--- config.mk ---
export PLATFORM = sky130hd
export DESIGN_NAME = morph_bbox_detect
export DESIGN_NICKNAME = d
export VERILOG_FILES = /design/src/rtl/morph_pkg.sv /design/src/rtl/morph_edge_det.sv /design/src/rtl/morph_bbox_detect.sv
export SDC_FILE = /design/constraint.sdc
export NUM_CORES = 1
export LEC_CHECK = 0
export CORE_AREA = 4 4 190 100
export CTS_CLUSTER_DIAMETER = 30
export DETAILED_ROUTE_END_ITERATION = 10
export DIE_AREA = 0 0 194 104
export MAX_ROUTING_LAYER = met4
export PLACE_DENSITY = 0.77
export SKIP_CTS_REPAIR_TIMING = 1
export SLEW_MARGIN = 15
export SYNTH_ARGS = -nofsm -noshare
export SYNTH_HDL_FRONTEND = slang
export SYNTH_HIERARCHICAL = 1
export SYNTH_SLANG_ARGS = --single-unit
--- constraint.sdc ---
create_clock -name clk -period 2.55 [get_ports clk]
set_input_delay 0.3825 -clock clk [delete_from_list [all_inputs] [get_ports clk]]
set_output_delay 0.3825 -clock clk [all_outputs]
set_load 0.02 [all_outputs]
--- src/rtl/morph_pkg.sv ---
// Shared definitions for the morphology bounding-box detector.
package morph_pkg;

    // Frame-tracking FSM encoding; also visible on the debug state output.
    typedef enum logic [1:0] {
        WAIT_FRAME = 2'd0,
        ACTIVE     = 2'd1,
        LATCH      = 2'd2
    } state_e;

    localparam int CNT_WIDTH_DEF     = 12;
    localparam int CNT_PIX_WIDTH_DEF = 20;

    // True when every coordinate 0..dim-1 fits in a width-bit counter.
    function automatic bit dims_fit(input int dim, input int width);
        return dim <= (1 << width);
    endfunction

endpackage

--- src/rtl/morph_edge_det.sv ---
// Registered rise/fall detector: flags appear one cycle after the transition.
module morph_edge_det (
    input  logic clk,
    input  logic reset_n,
    input  logic sig_in,
    output logic rise,
    output logic fall
);

    logic prev_q, prev_d;
    logic rise_q, rise_d;
    logic fall_q, fall_d;

    // Compare the current sample with the previous one.
    always_comb begin
        prev_d = sig_in;
        rise_d = sig_in & ~prev_q;
        fall_d = ~sig_in & prev_q;
    end

    // History and flag registers.
    always_ff @(posedge clk or negedge reset_n) begin
        if (!reset_n) begin
            prev_q <= 1'b0;
            rise_q <= 1'b0;
            fall_q <= 1'b0;
        end else begin
            prev_q <= prev_d;
            rise_q <= rise_d;
            fall_q <= fall_d;
        end
    end

    assign rise = rise_q;
    assign fall = fall_q;

endmodule

--- src/rtl/morph_bbox_detect.sv ---
// Bounding box and foreground count of a binary frame from the erosion stage.
// Pixels are registered once so they line up with the registered hs/vs edge
// flags; the datapath then acts on that aligned sample, giving a 2-cycle path
// from input pin to working state.
module morph_bbox_detect
    import morph_pkg::*;
#(
    parameter int IMG_WIDTH     = 640,
    parameter int IMG_HEIGHT    = 480,
    parameter int CNT_WIDTH     = CNT_WIDTH_DEF,
    parameter int CNT_PIX_WIDTH = CNT_PIX_WIDTH_DEF,
    parameter int MIN_PIXELS    = 16
) (
    input  logic                     clk,
    input  logic                     reset_n,
    input  logic                     data_in,
    input  logic                     data_in_valid,
    input  logic                     data_in_hs,
    input  logic                     data_in_vs,
    output logic [CNT_WIDTH-1:0]     box_x_min,
    output logic [CNT_WIDTH-1:0]     box_x_max,
    output logic [CNT_WIDTH-1:0]     box_y_min,
    output logic [CNT_WIDTH-1:0]     box_y_max,
    output logic [CNT_PIX_WIDTH-1:0] pix_count,
    output logic                     box_valid,
    output logic                     frame_done,
    output logic [1:0]               state_dbg
);

    // Refuse to elaborate when the coordinate counters cannot reach the edges.
    if (!dims_fit(IMG_WIDTH, CNT_WIDTH) || !dims_fit(IMG_HEIGHT, CNT_WIDTH)) begin : g_cnt_width_too_small
        $error("CNT_WIDTH too narrow for IMG_WIDTH/IMG_HEIGHT");
    end

    localparam logic [CNT_WIDTH-1:0]     C_ONE   = 1;
    localparam logic [CNT_PIX_WIDTH-1:0] P_ONE   = 1;
    localparam logic [CNT_PIX_WIDTH-1:0] MIN_PIX = CNT_PIX_WIDTH'(MIN_PIXELS);

    // ---------------- edge detection ----------------
    logic hs_rise, hs_fall, vs_rise, vs_fall;

    morph_edge_det u_hs_edge (
        .clk     (clk),
        .reset_n (reset_n),
        .sig_in  (data_in_hs),
        .rise    (hs_rise),
        .fall    (hs_fall)
    );

    morph_edge_det u_vs_edge (
        .clk     (clk),
        .reset_n (reset_n),
        .sig_in  (data_in_vs),
        .rise    (vs_rise),
        .fall    (vs_fall)
    );

    // ---------------- registers ----------------
    state_e state_q, state_d;

    logic pix_q,   pix_d;
    logic pval_q,  pval_d;
    logic phs_q,   phs_d;
    logic pvs_q,   pvs_d;
    // Set once vs has been seen low since reset, so a reset released in the
    // middle of a frame cannot turn the still-high vs into a frame start.
    logic vs_armed_q, vs_armed_d;

    logic [CNT_WIDTH-1:0]     x_cnt_q, x_cnt_d;
    logic [CNT_WIDTH-1:0]     y_cnt_q, y_cnt_d;
    logic                     line_pix_q, line_pix_d;
    logic [CNT_PIX_WIDTH-1:0] work_cnt_q, work_cnt_d;
    logic                     any_fg_q, any_fg_d;
    logic [CNT_WIDTH-1:0]     work_xmin_q, work_xmin_d;
    logic [CNT_WIDTH-1:0]     work_xmax_q, work_xmax_d;
    logic [CNT_WIDTH-1:0]     work_ymin_q, work_ymin_d;
    logic [CNT_WIDTH-1:0]     work_ymax_q, work_ymax_d;

    logic [CNT_WIDTH-1:0]     box_x_min_q, box_x_min_d;
    logic [CNT_WIDTH-1:0]     box_x_max_q, box_x_max_d;
    logic [CNT_WIDTH-1:0]     box_y_min_q, box_y_min_d;
    logic [CNT_WIDTH-1:0]     box_y_max_q, box_y_max_d;
    logic [CNT_PIX_WIDTH-1:0] pix_count_q, pix_count_d;
    logic                     box_valid_q, box_valid_d;
    logic                     frame_done_q, frame_done_d;

    logic frame_start;
    logic clear_work;
    logic latch_out;

    // FSM next state: frames start only on a genuine vs rise, LATCH lasts one cycle.
    always_comb begin
        state_d     = state_q;
        clear_work  = 1'b0;
        latch_out   = 1'b0;
        frame_start = vs_rise & vs_armed_q;
        case (state_q)
            WAIT_FRAME: begin
                if (frame_start) begin
                    state_d    = ACTIVE;
                    clear_work = 1'b1;
                end
            end
            ACTIVE: begin
                if (vs_fall) begin
                    state_d = LATCH;
                end
            end
            LATCH: begin
                latch_out = 1'b1;
                if (frame_start) begin
                    state_d    = ACTIVE;
                    clear_work = 1'b1;
                end else begin
                    state_d = WAIT_FRAME;
                end
            end
            default: state_d = WAIT_FRAME;
        endcase
    end

    // FSM state register.
    always_ff @(posedge clk or negedge reset_n) begin
        if (!reset_n) begin
            state_q <= WAIT_FRAME;
        end else begin
            state_q <= state_d;
        end
    end

    // Datapath: input alignment, line/column counters, box accumulation and result latch.
    logic [CNT_WIDTH-1:0] x_cur;
    logic                 line_cur;
    logic                 pix_ok;

    always_comb begin
        pix_d        = data_in;
        pval_d       = data_in_valid;
        phs_d        = data_in_hs;
        pvs_d        = data_in_vs;
        vs_armed_d   = vs_armed_q | ~data_in_vs;

        x_cnt_d      = x_cnt_q;
        y_cnt_d      = y_cnt_q;
        line_pix_d   = line_pix_q;
        work_cnt_d   = work_cnt_q;
        any_fg_d     = any_fg_q;
        work_xmin_d  = work_xmin_q;
        work_xmax_d  = work_xmax_q;
        work_ymin_d  = work_ymin_q;
        work_ymax_d  = work_ymax_q;

        box_x_min_d  = box_x_min_q;
        box_x_max_d  = box_x_max_q;
        box_y_min_d  = box_y_min_q;
        box_y_max_d  = box_y_max_q;
        pix_count_d  = pix_count_q;
        box_valid_d  = box_valid_q;
        frame_done_d = 1'b0;

        // A line start restarts the column count for the pixel sampled with it.
        x_cur    = hs_rise ? '0 : x_cnt_q;
        line_cur = hs_rise ? 1'b0 : line_pix_q;
        pix_ok   = (state_q == ACTIVE) & pval_q & phs_q & pvs_q;

        if (clear_work) begin
            x_cnt_d     = '0;
            y_cnt_d     = '0;
            line_pix_d  = 1'b0;
            work_cnt_d  = '0;
            any_fg_d    = 1'b0;
            work_xmin_d = '1;
            work_ymin_d = '1;
            work_xmax_d = '0;
            work_ymax_d = '0;
        end else if (state_q == ACTIVE) begin
            x_cnt_d    = x_cur;
            line_pix_d = line_cur;
            if (pix_ok) begin
                line_pix_d = 1'b1;
                if (x_cur != '1) begin
                    x_cnt_d = x_cur + C_ONE;
                end
                if (pix_q) begin
                    any_fg_d = 1'b1;
                    if (work_cnt_q != '1) begin
                        work_cnt_d = work_cnt_q + P_ONE;
                    end
                    if (x_cur < work_xmin_q)   work_xmin_d = x_cur;
                    if (x_cur > work_xmax_q)   work_xmax_d = x_cur;
                    if (y_cnt_q < work_ymin_q) work_ymin_d = y_cnt_q;
                    if (y_cnt_q > work_ymax_q) work_ymax_d = y_cnt_q;
                end
            end
            // Lines that carried no valid pixel do not advance the row.
            if (hs_fall && line_pix_q) begin
                line_pix_d = 1'b0;
                if (y_cnt_q != '1) begin
                    y_cnt_d = y_cnt_q + C_ONE;
                end
            end
        end

        if (latch_out) begin
            if (any_fg_q) begin
                box_x_min_d = work_xmin_q;
                box_x_max_d = work_xmax_q;
                box_y_min_d = work_ymin_q;
                box_y_max_d = work_ymax_q;
            end else begin
                box_x_min_d = '0;
                box_x_max_d = '0;
                box_y_min_d = '0;
                box_y_max_d = '0;
            end
            pix_count_d  = work_cnt_q;
            box_valid_d  = (work_cnt_q >= MIN_PIX);
            frame_done_d = 1'b1;
        end
    end

    // Datapath registers.
    always_ff @(posedge clk or negedge reset_n) begin
        if (!reset_n) begin
            pix_q        <= 1'b0;
            pval_q       <= 1'b0;
            phs_q        <= 1'b0;
            pvs_q        <= 1'b0;
            vs_armed_q   <= 1'b0;
            x_cnt_q      <= '0;
            y_cnt_q      <= '0;
            line_pix_q   <= 1'b0;
            work_cnt_q   <= '0;
            any_fg_q     <= 1'b0;
            work_xmin_q  <= '0;
            work_xmax_q  <= '0;
            work_ymin_q  <= '0;
            work_ymax_q  <= '0;
            box_x_min_q  <= '0;
            box_x_max_q  <= '0;
            box_y_min_q  <= '0;
            box_y_max_q  <= '0;
            pix_count_q  <= '0;
            box_valid_q  <= 1'b0;
            frame_done_q <= 1'b0;
        end else begin
            pix_q        <= pix_d;
            pval_q       <= pval_d;
            phs_q        <= phs_d;
            pvs_q        <= pvs_d;
            vs_armed_q   <= vs_armed_d;
            x_cnt_q      <= x_cnt_d;
            y_cnt_q      <= y_cnt_d;
            line_pix_q   <= line_pix_d;
            work_cnt_q   <= work_cnt_d;
            any_fg_q     <= any_fg_d;
            work_xmin_q  <= work_xmin_d;
            work_xmax_q  <= work_xmax_d;
            work_ymin_q  <= work_ymin_d;
            work_ymax_q  <= work_ymax_d;
            box_x_min_q  <= box_x_min_d;
            box_x_max_q  <= box_x_max_d;
            box_y_min_q  <= box_y_min_d;
            box_y_max_q  <= box_y_max_d;
            pix_count_q  <= pix_count_d;
            box_valid_q  <= box_valid_d;
            frame_done_q <= frame_done_d;
        end
    end

    assign box_x_min  = box_x_min_q;
    assign box_x_max  = box_x_max_q;
    assign box_y_min  = box_y_min_q;
    assign box_y_max  = box_y_max_q;
    assign pix_count  = pix_count_q;
    assign box_valid  = box_valid_q;
    assign frame_done = frame_done_q;
    assign state_dbg  = state_q;

endmodule

==> Word-level counts from Yosys, hierarchy flattened <==
Cells that the tools add are included.
W data, S select, Z words.
{ "word_totals": {"regBits": 175, "input_bits": 6, "wordCells": 132} }
{ "classes": {"n_eq_ne": 7, "order_cmp": 5, "add_sub_neg": 3, "bitwise_logic": 13, "n_mux": 55, "n_reduce_logical": 23} }
{ "ops": {"columns": ["cell", "count"], "rows": [
  ["$mux W12", 33],
  ["$mux W20", 5],
  ["$add A12 B1 Y12 const B", 2],
  ["$gt A12 B12 Y1", 2],
  ["$lt A12 B12 Y1", 2],
  ["$ne A12 B12 Y1 const B", 2],
  ["$add A20 B1 Y20 const B", 1],
  ["$ge A20 B5 Y1 const B", 1],
  ["$ne A20 B20 Y1 const B", 1],
  ["$reduce_and A4 Y1", 5],
  ["$reduce_bool A2 Y1", 10],
  ["$mux W1", 14],
  ["$and A1 B1 Y1", 8],
  ["$pmux W2 S3", 1],
  ["$reduce_and A3 Y1", 2],
  ["$mux W2", 2],
  ["$not A1 Y1", 4],
  ["$reduce_and A2 Y1", 2],
  ["$reduce_bool A4 Y1", 1],
  ["$eq A2 B1 Y1 const B", 1],
  ["$eq A2 B2 Y1 const B", 1],
  ["$logic_not A2 Y1", 1],
  ["$ne A2 B1 Y1 const B", 1],
  ["$ne A2 B2 Y1 const B", 1],
  ["3 further kinds", 3]
]} }

==> Logic depth before layout (Yosys ltp) <==
Gate-level depths: netlist (run 1).
{ "logic_depth": {"word_depth": 8, "depth_mapped": 12, "ltp_nobuf": 9} }

==> By module <==
Netlist (run 1), hierarchy kept.
{ "by_module_without_submodules": {"columns": ["mod", "cells_per_inst", "area_per_inst_um2", "n_inst"], "rows": [
  ["morph_bbox_detect", 948, 8637.0, 1],
  ["morph_edge_det", 5, 90.1, 2]
]} }

==> Worst setup path before layout (run 1) <==
OpenSTA, ideal clock, no wires.
{ "synth_path": {"path_kind": "register to register", "start": "register u_hs_edge.rise_q, in the netlist u_hs_edge/rise", "end": "register work_xmin_q[10]", "slack_ps": 13, "path_stages_with_launch": 11, "t_arrival_ps": 2392, "required_time_ps": 2405, "n_path_buf": 3, "cell_sequence": "dfrtp_1 > buf_2 > clkbuf_1 > nor2b_1 > ha_1 > and4_1 > a21oi_1 > o211ai_1 > a311oi_2 > buf_2 > o211ai_1"} }
{ "synth_between": {"elab_chain_cells": 6, "elab_cells_between_ends": 9, "cone_classes": "1 x order compare; 6 x mux; 2 x reduce/logical"} }
{ "synth_rtl": {"columns": ["item", "line_no", "text"], "rows": [
  ["from (decl)", "morph_edge_det.sv:11", "logic rise_q, rise_d;"],
  ["from (signal assigned)", "morph_edge_det.sv:29", "rise_q <= rise_d;"],
  ["$mux W12 *", "morph_bbox_detect.sv:162", "x_cur = hs_rise ? '0 : x_cnt_q;"],
  ["parallel branches: the longest is 5 deep, another holds $lt A12 B12 Y1", null, null],
  ["to (signal assigned)", "morph_bbox_detect.sv:257", "work_xmin_q <= work_xmin_d;"],
  ["to (decl)", "morph_bbox_detect.sv:74", "logic [CNT_WIDTH-1:0] work_xmin_q, work_xmin_d;"]
]} }
Every way passes the cells marked *. The select of a mux whose other input is x is not followed.
A chain may end at the register's enable or synchronous reset.

==> Worst setup path in the final report (run 1) <==
{ "layout_path": {"start": "register u_hs_edge.rise_q, in the netlist u_hs_edge/rise", "end": "register work_xmin_q[9]"} }
The elaborated chain is that of the path after synthesis.

==> metrics.md, run 1 <==
| Metric | Value |
|---|---|
| Status | completed |
| Wirelength per Cell | 16.3 µm |
| Synthesized area | 8820 µm² |
| Layout Nets | 1104 |
| WP depth | 9 |
| # IOs | 78 |
| Max Root-Sink Buffers | 2 |
| Synth warn | 6 |
| Drt drc | 0 |
| Number of global-route vias before repair | 6949 |
| Area grow syn2layout | 21.7% |
| Hold Vio Cnt, Final | 0 |
| Iteration-0 DRC Markers | 506 |
| Leakage | 5.22 nW |
| RSZ-0062 raised after global routing | yes |
| Max incr delay on CP | 0.49 ns |
| Commonest cells post-synth | nand2_1, dfrtp_1, nand3_1 |
| Async SR Flop Fraction | 100% |
| Max_cap viols | 0 |
| Worst path top cell family by delay | compound AO/OA/AOI/OAI gates |
| Reg2reg path depth | 9 |
| Area share of the largest cell type after synthesis | 50.2% |
| Data arrival, critical path | 2.74 ns |
| Max Fclk | 410 MHz |
| Via count | 7113 |
| Clock power share | 38.7% |
| Comb pwr share | 15.3% |
| Clk slew on worst S/H paths | 0.07 ns |
| Syn Nets | 1010 |
| Die width | 194 µm |
| Net Sw Power | 0.00211 W |
| Largest net degree at the start of global routing | 75 |
| Port bufs | 77 |
| Int Power | 0.00487 W |
| First-pass GRT wire length | 35400 µm |
| Setup CP Type | flop to flop |
| Setup violators final | 0 |
| Placer Congestion | 0.937 |
| Pin slew with the least headroom to its limit | 0.850 ns |
| Syn Area/Cell | 9.20 µm² |
| CTS Buf Count | 17 |
| Syn Inst Count | 958 |
| Post-DP HPWL | 15000 µm |
| Via/cell ratio | 5.48 |
| Setup TNS | 0 ns |
| Max-slew violation count | 0 |
| Root Buffer Master | clkbuf_16 |
| Initial antenna violation count | 0 |
| Clock Sinks | 177 |
| R2R Setup Slk | 0.11 ns |
| H-Tree Depth | 4 |
| Final ANT Viol Nets | 0 |
| DIE HEIGHT | 104 µm |
| Worst skew pair latency | 0.44 ns |
| Total Routing Usage GR | 21.7% |
| Critical path capture point type | flop |
| Register share of total power | 46.0% |
| Sequential fraction of the synthesis area | 50.2% |
| Most numerous cell in the Yosys netlist | nand2_1 |
| Inserted Diodes | 0 |
| Initial Utilization | 51.3% |
| Switching Fraction | 30.3% |
| Finished Core Util | 62.4% |
| Distinct cell type count after synthesis | 63 |
| Grt ovf | 0 |
| Critical path's slowest cell | dfrtp_2 |
| DRT Wirelength | 21200 µm |
| PD cells | 651 nW/µm² |
| Max Clock Skew | 0.0114 ns |
| Row cnt | 34 |
| Main synth FF type | dfrtp_1 |
| Seq cells post-synth | 177 |
| Worst min path class | input pin to flop |
| Hold Path Depth | 1 |
| CP cell instances | nand2b_1 > inv_1 > ha_1 > o21ai_1 > a31oi_1 > or3_1 > a311oi_4 > buf_4 > o211ai_1 |
| Final min period | 2.44 ns |
| Final Cycle Share | 95.7% |
| Buffer and inverter count on the worst path | 2 |
| CTS tree | built |
| Die area | 20200 µm² |
| Worst slew margin | 42.9% |
| Critical Path Source Type | flop |
| Share of cells above drive strength 1 | 9.95% |
| Dominant cell type by area after synthesis | dfrtp_1 |
| Drt first pass iters | 5 |
| Crit path required time | 2.85 ns |
| Number of synthesized flops with an enable pin | 0 |
| Leading post-synthesis cells by cell area | dfrtp_1, nand2_1, ha_1 |
| Crit-path max FO | 10 |
| Worst IR Drop VDD | 0.502 mV |
| Core area | 17200 µm² |
-- metal layers --
layer	vias up	track usage, %	wire, µm
li1	3424	-	-
met1	3480	29.6	9930
met2	189	34.1	10000
met3	20	3.62	998
met4	0	6.02	255
met5	-	-	0
-- logic make-up (layout without fill, tap and decap cells) --
| group | after synthesis | count (layout) | share of synthesized area, % |
|---|---|---|---|
| multiplexers | 26 | 26 | 3.05 |
| AO/OA/AOI/OAI | 108 | 108 | 7.73 |
| flip-flops | 177 | 177 | 50.2 |
| AND/OR/NAND/NOR | 459 | 459 | 24.3 |
| buffers and inverters | 110 | 217 | 4.91 |
| adder cells (fa/ha/maj) | 48 | 48 | 6.75 |
| XOR/XNOR | 30 | 30 | 2.98 |
-- worst reg2reg max path: stages (launching register included) --
cell and delay (ns):
dfrtp_2 0.49, nand2b_1 0.19, inv_1 0.14, ha_1 0.24, o21ai_1 0.07, a31oi_1 0.04, or3_1 0.36, a311oi_4 0.43
buf_4 0.25, o211ai_1 0.10
-- cells in the final DEF, fill, tap and decap left out, types with 5 or more instances in the layout --
| master | count |
|---|---|
| nand2_1 | 207 |
| dfrtp_1 | 175 |
| nand3_1 | 95 |
| clkdlybuf4s50_1 | 76 |
| inv_1 | 64 |
| nor2_1 | 58 |
| ha_1 | 46 |
| buf_4 | 36 |
| o21ai_0 | 33 |
| a21oi_1 | 32 |
| nand4_1 | 19 |
| mux2i_1 | 19 |
| clkbuf_16 | 17 |
| nand2b_1 | 15 |
| xor2_1 | 15 |
| xnor2_1 | 15 |
| nor3_1 | 11 |
| a31oi_1 | 7 |
| nor2b_1 | 7 |
| o211ai_1 | 7 |
| mux2_2 | 7 |
| and2_1 | 6 |
| a21o_1 | 5 |
| nor4_1 | 5 |
| clkinv_8 | 5 |
-- per-stage QoR --
| step | setup slack, ns | area, µm² | std cells | power [W] | hold WS (ns) |
|---|---|---|---|---|---|
| after floorplan | 0.0129 | 8820 | 958 | 0.00379 | 0.0869 |
| after global placement | 0.111 | 10000 | 1262 | 0.00430 | 0.398 |
| after detailed placement | -0.00109 | 10000 | 1262 | 0.00433 | 0.404 |
| after CTS | -0.0226 | 10600 | 1294 | 0.00702 | -0.0567 |
| after global routing | -0.0133 | 10700 | 1299 | 0.00729 | 0.379 |
| final | 0.109 | 10700 | 1299 | 0.00698 | 0.382 |
-- path summary, 6_finish.rpt --
kind                             startpoint        endpoint
max in group asynchronous           reset_n  u_hs_edge/rise
max reg2reg                  u_hs_edge/rise  work_xmin_q[9]
min                           data_in_valid          pval_q
min reg2reg                u_vs_edge/prev_q  u_vs_edge/rise
min in group asynchronous           reset_n      x_cnt_q[3]
max                          u_hs_edge/rise  work_xmin_q[9]
-- power groups by stage --
stage                     clock, W  sequential (W)  combinational [W]
final                      0.00270         0.00321            0.00107
after global routing       0.00287         0.00324            0.00117
after CTS                  0.00274         0.00321            0.00107
after detailed placement         0         0.00326            0.00107
after global placement           0         0.00326            0.00104
after floorplan                  0         0.00335           0.000437
-- final cells by class --
cell class              count  area, µm²
clock inverters            15        194
flip-flops and latches    177       4430
clock buffers              17        425
multi-input cells         671       4010
well taps                 234        293
inverters                  66        248
fillers                  1418       6450
repair buffers            119       1130
(Power assumes the default switching activity.)
==> run 2: changes to the inputs <==
--- a/config.mk
+++ b/config.mk
@@ -5,15 +5,15 @@
 export SDC_FILE = /design/constraint.sdc
 export NUM_CORES = 1
 export LEC_CHECK = 0
-export CORE_AREA = 4 4 190 100
+export ABC_AREA = 1
+export CORE_AREA = 4 4 191 100
 export CTS_CLUSTER_DIAMETER = 30
 export DETAILED_ROUTE_END_ITERATION = 10
-export DIE_AREA = 0 0 194 104
+export DIE_AREA = 0 0 195 104
 export MAX_ROUTING_LAYER = met4
-export PLACE_DENSITY = 0.77
+export PLACE_DENSITY = 0.78
 export SKIP_CTS_REPAIR_TIMING = 1
 export SLEW_MARGIN = 15
 export SYNTH_ARGS = -nofsm -noshare
 export SYNTH_HDL_FRONTEND = slang
-export SYNTH_HIERARCHICAL = 1
 export SYNTH_SLANG_ARGS = --single-unit
==> run 2 against run 1 <==
Non-clock buffer count is 16 lower. Core utilization is 0.17 points higher. Hold slack better by 0.022 ns. Sequential share of layout area is 0.80 points lower. Maximum frequency is 3.3% higher. Die area is 0.52% higher. Via count is 11% higher. Clock-buffer cell count is 3 higher. Sequential cell count is 2 lower.
==> metrics.md, run 2 <==
| Metric | Value |
|---|---|
| Post-DP HPWL | 17100 µm (+14%) |
| CTS Buf Count | 17 (unchanged) |
| Root Buffer Master | clkbuf_16 |
| Crit-path max FO | 12 (+2) |
| Sequential fraction of the synthesis area | 47.9% (-2.4 points) |
| Max Clock Skew | 0.0126 ns (+0.00117 ns) |
| Worst skew pair latency | 0.42 ns (-0.02 ns) |
| Commonest cells post-synth | nand2_1, dfrtp_1, inv_1 |
| Crit path to | work_xmax_q[0] |
| Drt drc | 0 (unchanged) |
| First-pass GRT wire length | 40400 µm (+14%) |
| Finished Core Util | 62.6% (+0.17 points) |
| Setup CP Type | flop to flop |
| Critical path's slowest cell | dfrtp_1 |
| Worst slew margin | 46.1% (+3.2 points) |
| Max_cap viols | 0 (unchanged) |
| Max Root-Sink Buffers | 2 (unchanged) |
| CP cell instances | inv_2 > nand2_1 > inv_1 > ha_1 > nand2_1 > nor2_1 > nand3_1 > nor3_1 > nor2_2 > buf_4 > nand3_1 > nand2_1 |
| Number of synthesized flops with an enable pin | 0 (unchanged) |
| Max-slew violation count | 0 (unchanged) |
| Most numerous cell in the Yosys netlist | nand2_1 |
| Worst min path class | input pin to flop |
| Critical Path Source Type | flop |
| Wirelength per Cell | 17.0 µm (+4.2%) |
| RSZ-0062 raised after global routing | no |
| Seq cells post-synth | 175 (-1.1%) |
| Leading post-synthesis cells by cell area | dfrtp_1, nand2_1, nand3_1 |
| Worst IR Drop VDD | 0.540 mV (+7.6%) |
| Clk slew on worst S/H paths | 0.07 ns (about the same) |
| Main synth FF type | dfrtp_1 |
| Layout Nets | 1211 (+9.7%) |
| Max incr delay on CP | 0.48 ns (about the same) |
| Met2 usage | 37.7% (+3.5 points) |
| Met3 global-route usage | 4.76% (+1.1 points) |
| Busiest grt layer | met2 |
| Most frequent cells in the layout | nand2_1, dfrtp_1, inv_1 |
| Iteration-0 DRC Markers | 735 (+45%) |
| Largest net degree at the start of global routing | 88 (+17%) |
| R2R Setup Slk | 0.19 ns (+0.08 ns) |
| Share of cells above drive strength 1 | 8.45% (-1.5 points) |
| Hold_ws | 0.404 ns (+0.0215 ns) |
| Clock Sinks | 175 (-1.1%) |
| Final ANT Viol Nets | 0 (unchanged) |
| Number of global-route vias before repair | 7768 (+12%) |
| Drt first pass iters | 5 (unchanged) |
| H-Tree Depth | 4 (unchanged) |
| Setup TNS | 0 ns (unchanged) |
| Data arrival, critical path | 2.68 ns (-0.06 ns) |
| Row cnt | 34 (unchanged) |
| Via count | 7897 (+11%) |
| Port bufs | 77 (unchanged) |
| Initial Utilization | 53.0% (+1.7 points) |
| Reg-to-reg startpoint | u_hs_edge.rise |
| Area grow syn2layout | 18.2% |
| CP most frequent cell | nand2_1 |
| Synth warn | 0 (-6) |
| Hold Vio Cnt, Final | 0 (unchanged) |
| Leakage | 5.21 nW (-0.23%) |
| Initial antenna violation count | 0 (unchanged) |
| Syn Nets | 1134 (+12%) |
| # IOs | 78 (unchanged) |
| Setup violators final | 0 (unchanged) |
| PD cells | 721 nW/µm² (+11%) |
| Final Cycle Share | 92.7% (-3.1 points) |
| CTS tree | built |
| Placer Congestion | 0.971 (+3.7%) |
| Total Routing Usage GR | 24.8% (+3.0 points) |
| Core area | 17300 µm² (+0.50%) |
| DIE HEIGHT | 104 µm (unchanged) |
| Final min period | 2.36 ns (-0.0783 ns) |
| Async SR Flop Fraction | 100% (unchanged) |
| Crit path required time | 2.86 ns (about the same) |
| Distinct cell type count after synthesis | 39 (-38%) |
| Grt ovf | 0 (unchanged) |
| # fillers | 1451 (+2.3%) |
| Area share of the largest cell type after synthesis | 47.9% (-2.4 points) |
| Max Fclk | 423 MHz (+3.3%) |
| Inserted Diodes | 0 (unchanged) |
| Critical Path Start | u_hs_edge.rise |
| DRT Wirelength | 23900 µm (+13%) |
| Met1 usage | 34.3% (+4.7 points) |
| Syn Inst Count | 1082 (+13%) |
| Die width | 195 µm (+0.52%) |
| Via/cell ratio | 5.62 (+2.6%) |
| Commonest non-fill, non-tap cell in the layout | nand2_1 |
| Die area | 20300 µm² (+0.52%) |
| Reg2reg path depth | 12 (+3) |
| Dominant cell type by area after synthesis | dfrtp_1 |
| Status | completed |
| Synthesized area | 9150 µm² (+3.8%) |
| Syn Area/Cell | 8.46 µm² (-8.1%) |
| Pin slew with the least headroom to its limit | 0.807 ns (-0.0429 ns) |
| RR Endpoint | work_xmax_q[0] |
| Critical path capture point type | flop |
-- run 2: changes by cell type after synthesis, moves of 13 or more --
cell	change
o31ai_1	+50
o21ai_0	+15
mux2i_1	-19
nand2_1	+65
nor2_1	-16
inv_1	+57
nor3_1	+14
xnor2_1	-15
buf_2	+13
nand2b_1	-16
nand3_1	+24
-- run 2: report_power, final --
group / leakage (nW) / internal, W / switching, W
logic: 2.56 / 0.000581 / 0.00112
clock network: 0.298 / 0.00168 / 0.00115
registers: 2.35 / 0.00305 / 0.000215
total: 5.21 / 0.00531 / 0.00249
-- run 2: worst max-delay path: cells and delay by family (launching register included) --
family / cells / cell delay [ns]
simple gates: 8 / 1.01
fa+ha+maj: 1 / 0.31
buf+inv: 3 / 0.46
flops: 1 / 0.48
-- run 2: final cells by class --
class,instances,area (µm²),share of cell area (%)
tap,234,293,2.71
timing repair buffer,103,982,9.08
sequential,175,4380,40.5
clock inverter,12,183,1.69
inverter,128,484,4.48
multi-input combinational,734,4050,37.4
clock buffer,20,447,4.13
-- run 2: logic make-up after synthesis --
kind of cell | share of synthesized area [%]
compound gates | 11.0
xor+xnor | 1.72
simple gates | 25.2
buf+inv | 7.97
fa+ha+maj | 6.29
flops | 47.9
-- run 2: how the worst min path moves through the flow --
stage | from | end | slack [ns] | depth (start not counted)
after global routing | data_in | pix_q | 0.39 | 1
after detailed placement | reset_n | box_x_max[6] | 0.39 | 1
after floorplan | reset_n | any_fg_q | 0.09 | 0
after global placement | reset_n | box_x_max[5] | 0.39 | 1
after CTS | reset_n | box_x_max[6] | -0.05 | 1
final | data_in | pix_q | 0.40 | 1
-- run 2: metal layers --
layer / part of all wire (%) / up-vias
met5: 0 / -
met4: 2.0 / 0
met3: 5.7 / 45
met2: 46 / 251
li1: - / 3754
met1: 46 / 3847
-- run 2: metrics by stage --
stage	total power, W	std cells	setup WS, ns	area, µm²
after floorplan	0.00435	1082	0.463	9150
after global placement	0.00493	1373	0.293	10200
after global routing	0.00819	1406	0.00585	10800
final	0.00780	1406	0.187	10800
after CTS	0.00780	1405	0.141	10800
after detailed placement	0.00499	1373	0.191	10200
==> run 3: changes to the inputs <==
--- a/config.mk
+++ b/config.mk
@@ -6,12 +6,14 @@
 export NUM_CORES = 1
 export LEC_CHECK = 0
 export ABC_AREA = 1
-export CORE_AREA = 4 4 191 100
+export CELL_PAD_IN_SITES_DETAIL_PLACEMENT = 1
+export CELL_PAD_IN_SITES_GLOBAL_PLACEMENT = 2
+export CORE_AREA = 4 4 231 120
 export CTS_CLUSTER_DIAMETER = 30
 export DETAILED_ROUTE_END_ITERATION = 10
-export DIE_AREA = 0 0 195 104
+export DIE_AREA = 0 0 235 124
 export MAX_ROUTING_LAYER = met4
-export PLACE_DENSITY = 0.78
+export PLACE_DENSITY = 0.82
 export SKIP_CTS_REPAIR_TIMING = 1
 export SLEW_MARGIN = 15
 export SYNTH_ARGS = -nofsm -noshare
==> constraint.sdc (replaced) <==
create_clock -name clk -period 2.4 [get_ports clk]
set_input_delay 0.36 -clock clk [delete_from_list [all_inputs] [get_ports clk]]
set_output_delay 0.36 -clock clk [all_outputs]
set_load 0.02 [all_outputs]
==> run 3 against run 2 <==
Largest power group unchanged. Highest routed layer unchanged. Global-route usage shrank 2.7 points. Maximum frequency rose by 6.0%. First-iteration DRC count grew 1.1%.
==> metrics.md, run 3 (synthesis results as in run 2) <==
| Metric | Value |
|---|---|
| Die area | 29100 µm² (+44%) |
| Layout Nets | 1241 (+2.5%) |
| Status | completed |
| Max Clock Skew | 0.00878 ns (-0.00379 ns) |
| Clock Sinks | 175 (unchanged) |
| Leakage | 5.33 nW (+2.4%) |
| Max Fclk | 449 MHz (+6.0%) |
| Inserted Diodes | 0 (unchanged) |
| DIE HEIGHT | 124 µm (+19%) |
| Final ANT Viol Nets | 0 (unchanged) |
| Drt first pass iters | 5 (unchanged) |
| CTS tree | built |
| First-pass GRT wire length | 48300 µm (+19%) |
| Grt ovf | 0 (unchanged) |
| Overall Power | 0.00816 W (+4.6%) |
| Commonest non-fill, non-tap cell in the layout | nand2_1 |
| Via count | 8110 (+2.7%) |
| Buffer and inverter count on the worst path | 3 (unchanged) |
| Worst IR Drop VDD | 0.528 mV (-2.3%) |
| Pin slew with the least headroom to its limit | 0.653 ns (-0.154 ns) |
| Most frequent cells in the layout | nand2_1, dfrtp_1, inv_1, nand3_1, clkdlybuf4s50_1 |
| Data arrival, critical path | 2.56 ns (-0.12 ns) |
| Port bufs | 77 (unchanged) |
| CP cell instances | inv_2 > nand2_1 > inv_2 > ha_1 > nand2_1 > nor2_1 > nand3_1 > nor3_1 > nor2_2 > buf_4 > nand3_1 > nand2_1 |
| Worst path top cell family by delay | simple AND/OR/NAND/NOR gates |
| Number of global-route vias before repair | 8334 (+7.3%) |
| Drt drc | 0 (unchanged) |
| Placed Area | 10600 µm² (+4.1%) |
| Post-DP HPWL | 22500 µm (+32%) |
| PD cells | 732 nW/µm² (+1.5%) |
| Total Routing Usage GR | 22.1% (-2.7 points) |
| Max Root-Sink Buffers | 2 (unchanged) |
| Core area | 25900 µm² (+50%) |
| DRT Wirelength | 29900 µm (+25%) |
| Iteration-0 DRC Markers | 743 (+1.1%) |
| Finished Core Util | 43.0% (-20 points) |
| # IOs | 78 (unchanged) |
| Crit path required time | 2.73 ns (-0.13 ns) |
| Worst min path class | input pin to flop |
| Max incr delay on CP | 0.38 ns (-0.10 ns) |
| Area grow syn2layout | 21.9% |
| Max-slew violation count | 0 (unchanged) |
| RSZ-0062 raised after global routing | no |
| Initial antenna violation count | 0 (unchanged) |
| Row cnt | 42 (+24%) |
| Final min period | 2.23 ns (-0.133 ns) |
| CTS Buf Count | 17 (unchanged) |
| Root Buffer Master | clkbuf_16 |
| H-Tree Depth | 4 (unchanged) |
| Largest net degree at the start of global routing | 64 (-27%) |
| Via/cell ratio | 5.22 (-7.0%) |
| Placer Congestion | 0.908 (-6.5%) |
| CP most frequent cell | nand2_1 |
| Crit-path max FO | 12 (unchanged) |
| Wirelength per Cell | 19.3 µm (+13%) |
| Critical Path Source Type | flop |
| Critical path capture point type | flop |
| Worst slew margin | 56.4% (+10 points) |
| Inst Count DP | 1521 (+11%) |
| Hold Vio Cnt, Final | 0 (unchanged) |
| Share of cells above drive strength 1 | 10.8% (+2.4 points) |
| Die width | 235 µm (+21%) |
| Final instance area | 11100 µm² (+3.1%) |
| Setup violators final | 0 (unchanged) |
| Max_cap viols | 0 (unchanged) |
| Setup CP Type | flop to flop |
| Final Cycle Share | 92.9% (+0.23 points) |
| Critical path's slowest cell | dfrtp_1 |
| Cell Count, Final, Fillers Out | 1553 (+10%) |
| Initial Utilization | 35.3% (-18 points) |
| Clk slew on worst S/H paths | 0.07 ns (about the same) |
| Worst skew pair latency | 0.45 ns (+0.03 ns) |
| Setup TNS | 0 ns (unchanged) |
-- run 3: cell count changes in the layout (fill, tap and decap cells not counted), sizes merged --
cell / previous run / this run
clkinv: 3 / 5
clkinvlp: 3 / 2
bufinv: 4 / 1
buf: 26 / 55
inv: 130 / 129
clkbuf: 20 / 23
-- run 3: worst paths after layout --
path / startpoint / endpoint / cells after the start / slack, ns
max: u_hs_edge.rise / work_xmax_q[1] / 12 / 0.17
min: data_in_valid / pval_q / 1 / 0.35
max reg2reg: u_hs_edge.rise / work_xmax_q[1] / 12 / 0.17
min reg2reg: u_vs_edge.prev_q / u_vs_edge.rise / 1 / 0.45
max in group asynchronous: reset_n / box_y_min[6] / 3 / 1.30
min in group asynchronous: reset_n / pix_count[11] / 2 / 0.37
-- run 3: metal layers --
layer  part of all wire, %  global-route usage (%)  wire length (µm)
met5                     0                       -                 0
met4                  0.82                    4.39               246
met3                   7.0                    5.66              2090
met2                    38                    28.9             11500
met1                    54                    33.8             16100
-- run 3: through the flow --
stage	setup slack, ns	hold WS (ns)
after global placement	0.261	0.272
after global routing	0.00792	0.337
after floorplan	0.313	0.0644
after CTS	0.120	-0.210
final	0.171	0.350
after detailed placement	0.160	0.273
-- run 3: power breakdown --
| group | internal (W) | switching (W) |
|---|---|---|
| Clock | 0.00148 | 0.00122 |
| Sequential | 0.00324 | 0.000234 |
| Combinational | 0.000678 | 0.00131 |
| Total | 0.00539 | 0.00277 |
-- run 3: area by class of cell --
cell class,count,area (µm²)
multi-input combinational,734,4050
clock inverter,9,86.3
inverter,128,485
clock buffer,22,464
timing repair buffer,133,1250
tap,352,440
sequential,175,4380
fill,3095,14800
